--- src/rtl/offset_codec_pkg.sv ---
// rtl/offset_codec_pkg.sv - shared widths and FSM state encoding for the offset codec
package offset_codec_pkg;
  localparam int dividendWidth = 10;
  localparam int divisorWidth  = 9;
  localparam int quotientWidth = 6;
  localparam int LODWidth      = 4;
  localparam int reconWidth    = quotientWidth + divisorWidth + 1;

  typedef enum logic [1:0] {
    IDLE  = 2'd0,
    ACCUM = 2'd1,
    DONE  = 2'd2
  } state_t;
endpackage

--- src/rtl/quotient_leading_one_detect.sv ---
// rtl/quotient_leading_one_detect.sv - index of the highest set quotient bit
// o_index is meaningless when o_any_one is low.
module quotient_leading_one_detect
  import offset_codec_pkg::*;
(
  input  logic [quotientWidth-1:0] i_quotient,
  output logic [LODWidth-1:0]      o_index,
  output logic                     o_any_one
);

  always_comb begin
    o_index   = '0;
    o_any_one = 1'b0;
    // Ascending scan so the last hit, the highest bit, wins
    for (int i = 0; i < quotientWidth; i++) begin
      if (i_quotient[i]) begin
        o_index   = LODWidth'(i);
        o_any_one = 1'b1;
      end
    end
  end

endmodule

--- src/rtl/offset_multiplier_recon.sv ---
// rtl/offset_multiplier_recon.sv - shift-add rebuild of dividend = quotient*divisor + remainder
// One divisor<<k term is added per cycle for each set quotient bit, highest first.
module offset_multiplier_recon
  import offset_codec_pkg::*;
(
  input  logic                     i_clk,
  input  logic                     i_rst,
  input  logic                     i_start,
  input  logic [quotientWidth-1:0] i_quotient,
  input  logic [divisorWidth-1:0]  i_divisor,
  input  logic [dividendWidth-1:0] i_remainder,
  output logic [reconWidth-1:0]    o_reconstructed,
  output logic                     o_overflow,
  output logic                     o_busy,
  output logic                     o_ready
);

  state_t                   r_state;
  state_t                   w_next_state;
  logic [quotientWidth-1:0] r_q_rem;
  logic [divisorWidth-1:0]  r_d_reg;
  logic [reconWidth-1:0]    r_acc;
  logic [reconWidth-1:0]    r_recon;
  logic                     r_overflow;
  logic                     r_busy;
  logic                     r_ready;

  logic [LODWidth-1:0]      w_lod_index;
  logic                     w_any_one;
  logic [reconWidth-1:0]    w_term;
  logic [quotientWidth-1:0] w_clear_mask;
  logic                     w_load;
  logic                     w_step;
  logic                     w_finish;

  quotient_leading_one_detect u_lod (
    .i_quotient (r_q_rem),
    .o_index    (w_lod_index),
    .o_any_one  (w_any_one)
  );

  // Accumulator is wide enough for the full product plus remainder, so no wrap
  assign w_term       = reconWidth'(r_d_reg) << w_lod_index;
  assign w_clear_mask = quotientWidth'(1) << w_lod_index;

  always_ff @(posedge i_clk) begin
    if (i_rst) begin
      r_state <= IDLE;
    end else begin
      r_state <= w_next_state;
    end
  end

  always_comb begin
    w_next_state = r_state;
    w_load       = 1'b0;
    w_step       = 1'b0;
    w_finish     = 1'b0;
    case (r_state)
      IDLE, DONE: begin
        if (i_start) begin
          w_load       = 1'b1;
          w_next_state = ACCUM;
        end
      end
      ACCUM: begin
        if (w_any_one) begin
          w_step = 1'b1;
        end else begin
          w_finish     = 1'b1;
          w_next_state = DONE;
        end
      end
      default: w_next_state = IDLE;
    endcase
  end

  always_ff @(posedge i_clk) begin
    if (i_rst) begin
      r_q_rem    <= '0;
      r_d_reg    <= '0;
      r_acc      <= '0;
      r_recon    <= '0;
      r_overflow <= 1'b0;
      r_busy     <= 1'b0;
      r_ready    <= 1'b0;
    end else if (w_load) begin
      r_q_rem <= i_quotient;
      r_d_reg <= i_divisor;
      r_acc   <= reconWidth'(i_remainder);
      r_busy  <= 1'b1;
      r_ready <= 1'b0;
    end else if (w_step) begin
      r_acc   <= r_acc + w_term;
      r_q_rem <= r_q_rem & ~w_clear_mask;
    end else if (w_finish) begin
      r_recon    <= r_acc;
      r_overflow <= (r_acc >> dividendWidth) != '0;
      r_busy     <= 1'b0;
      r_ready    <= 1'b1;
    end
  end

  assign o_reconstructed = r_recon;
  assign o_overflow      = r_overflow;
  assign o_busy          = r_busy;
  assign o_ready         = r_ready;

endmodule
--- config.mk ---
export PLATFORM = sky130hd
export DESIGN_NAME = offset_multiplier_recon
export DESIGN_NICKNAME = d
export VERILOG_FILES = /design/src/rtl/offset_codec_pkg.sv /design/src/rtl/quotient_leading_one_detect.sv /design/src/rtl/offset_multiplier_recon.sv
export SDC_FILE = /design/constraint.sdc
export NUM_CORES = 1
export LEC_CHECK = 0
export CAP_MARGIN = 0
export CORE_MARGIN = 8
export CORE_UTILIZATION = 45
export CTS_CLUSTER_DIAMETER = 120
export DETAILED_ROUTE_END_ITERATION = 8
export PLACE_DENSITY = 0.74
export SKIP_LAST_GASP = 1
export SLEW_MARGIN = 20
export SYNTH_ARGS = -nofsm -noshare
export SYNTH_HDL_FRONTEND = slang
export SYNTH_SLANG_ARGS = --single-unit
--- constraint.sdc ---
create_clock -name i_clk -period 2.85 [get_ports i_clk]
set_input_delay 0.855 -clock i_clk [delete_from_list [all_inputs] [get_ports i_clk]]
set_output_delay 0.855 -clock i_clk [all_outputs]
set_load 0.005 [all_outputs]
==> qor.yml <==
dpl.hpwl_mm: 6.29
crit_path_end_kind: "flip-flop"
min-delay-start: "o_reconstructed[4]"
grt_usage_pct: 18.5
nets: 539
clockBufferDepth: 2
final_area_um2: 4370
syn_to_final_growth_pct: 42.5
hold_path_class: "reg2reg"
synth-edff-count: 0
finalPower_mw: 1.92
setup_tns_ps: -985
rsz0062_at_grt: "yes"
grt.overflow.total: 0
clock-root-buffer: "clkbuf_8"
rrSetupSlack_ps: -210
cts_tree: "yes"
clk_latency_ps: 310
numCtsBuffers: 5
place.gp.congestion: 0.950
antenna_left: 0
crit_fanout: 6
drv_slew: 0
min_to: "o_reconstructed[4]"
start_util_pct: 45.9
period_share_pct: 107
fillCellCount: 571
peakVddDrop_v: 0.000245
relSlewSlack_pct: 64.8
worstMarginPinSlew_ps: 525
core_um2: 6680
finClkSkew_ps: 9.82
grt_pass1_vias: 3124
clk_pin_slew_ps: 100
ys.flop_type: "dfxtp_1"
drt-total-wl_mm: 9.36
ys_ff_latch: 52
path_buf_inv: 2
path_delay_family: "compound AO/OA/AOI/OAI gates"
netlist_instances: 397
cp_slowest_cell: "fa_2"
io_pins: 47
firstDrtPassIters: 4
core.rowCount: 30
reg2reg_depth: 13
drc: 0
die_h_um: 98.5
fmax_mhz: 327
fin_ws_ps: -206
yosysWarnings: 0
wire_per_inst_um: 16.2
place_inst: 550
startpoint_type: "flip-flop"
ys_seq_area_share_pct: 34.0
hold_viol: 0
syn_area_um2: 3070
avgSynthCellArea_um2: 7.72
critPathArrivalTime_ps: 3270
powerDensity_nw_per_um2: 439
grt_max_degree: 46
final-setup-viol-count: 8
dieArea_um2: 9710
via_per_inst: 5.69
status: "finished with violations"
cts_htree_levels: 2
drv_cap: 0
layout-drive-gt1-share_pct: 24.2
cp_data_required_time_ps: 3060
portBuffers: 46
synth.distinct_cells: 52
p_leak_nw: 1.73
via_count: 3277
violations: "setup timing"
worstPathCellList: "inv_2 -> a21oi_2 -> buf_4 -> o21ba_4 -> and3_4 -> ha_2 -> fa_2 -> a21o_1 -> a221o_2 -> a41o_4 -> a221oi_2 -> or4_1 -> nand3_1"
final_cells: 576
grt_pass1_wl_mm: 15.0
dpl_cell_area_um2: 3940
die_w_um: 98.5
rr_endpoint: "r_acc[14]"
drt_iter0_drc: 132
cts_sinks: 52
fin_crit_ps: 3060
synthArstFlopShare_pct: 0
crit_type: "reg2reg"
whs_path_depth: 2
fin_util_pct: 65.4
antenna_cells: 0
slowest_delay_ps: 420
antenna_found_initial: 0
syn_nets: 441
reg2reg_from: "r_q_rem[2]"
-- kinds of logic after synthesis --
group | after synthesis | synth area share, %
flops | 52 | 34.0
xor+xnor | 6 | 1.71
buf+inv | 28 | 3.75
other cells | 1 | 0.122
mux | 18 | 6.04
compound gates | 113 | 23.6
fa+ha+maj | 16 | 6.78
simple gates | 163 | 24.0
-- worst max path at each step --
stage / start / end / slack, ps / depth (start not counted)
after floorplan: r_q_rem[2] / r_acc[15] / -10 / 13
after global placement: r_q_rem[2] / r_acc[15] / -150 / 12
after detailed placement: r_q_rem[2] / r_acc[15] / -180 / 12
after CTS: r_q_rem[2] / r_acc[14] / -110 / 15
after global routing: r_q_rem[2] / r_acc[14] / -340 / 15
final: r_q_rem[2] / r_acc[14] / -210 / 13
-- layer usage --
metal  GRT usage, %  share of wire [%]
met1           23.2                 46
met2           31.1                 48
met3           3.45                4.4
met4           5.79                1.7
met5              0                  0
-- per-stage QoR --
stage	hold WS, ps	setup WS (ps)
floorplan	445	-11.5
global placement	442	-150
detailed placement	448	-179
CTS	462	-106
global route	482	-339
finish	460	-206
-- worst min-delay path, cell delays in order (launching register included) --
cell and delay, ps:
dfxtp_1 320, nand2_1 50, a21oi_1 50
-- synth_stat cells (2+ instances only) --
cell      number  share of area [%]
nand3_1       13                2.1
nor2_1        23                2.8
nor3_1         3               0.49
xnor2_1        4                1.1
or4_1          3               0.73
clkbuf_1      11                1.3
nor2b_1        3               0.61
and3_1         5                1.0
nand2_1       92                 11
a31oi_1        6                1.2
a311oi_1       5                1.4
a21boi_0       2               0.49
mux2_2         4                1.5
o211ai_1       8                2.0
inv_1          5               0.61
a21o_1         5                1.2
xor2_1         2               0.57
nor4_1         2               0.41
o21ai_0       16                2.6
nand2b_1       3               0.61
buf_1          4               0.49
buf_2          7                1.1
a21oi_1       52                8.5
or3_1          6                1.2
dfxtp_1       52                 34
ha_1          15                6.1
nand4_1        3               0.61
o21bai_1       3               0.73
mux2i_1       14                4.6
and2_1         4               0.82
-- what timing repair did --
item / CTS / global route
endpoints found under the setup margin: 8 / 10
pin swaps: 14 / 19
gates resized for setup: 21 / 28
setup buffers: 7 / 11
hold buffers: 0 / 0
-- placed cells by master, fill, tap and decap left out, types with 8 or more instances in the layout --
cell / n
o21ai_0: 8
ha_1: 10
o211ai_1: 8
mux2i_1: 10
nand2_1: 92
clkdlybuf4s50_1: 46
nor2_1: 21
buf_4: 62
a21oi_1: 49
nand3_1: 12
dfxtp_1: 49
-- layout make-up --
| type | instances | area, µm² | area share (%) |
|---|---|---|---|
| Clock buffer | 6 | 82.6 | 1.89 |
| Clock inverter | 2 | 15.0 | 0.344 |
| Inverter | 5 | 18.8 | 0.430 |
| Multi-Input combinational cell | 317 | 2110 | 48.3 |
| Sequential cell | 52 | 1050 | 24.0 |
| Tap cell | 80 | 100 | 2.29 |
| Timing Repair Buffer | 114 | 993 | 22.7 |
-- where the power goes --
part	leakage, nW	internal, mW	switching (mW)	total, mW
registers	0.426	0.765	0.0427	0.808
logic	1.27	0.330	0.316	0.646
clock network	0.0434	0.197	0.265	0.462
total	1.73	1.29	0.623	1.92
(Power assumes the default switching activity.)
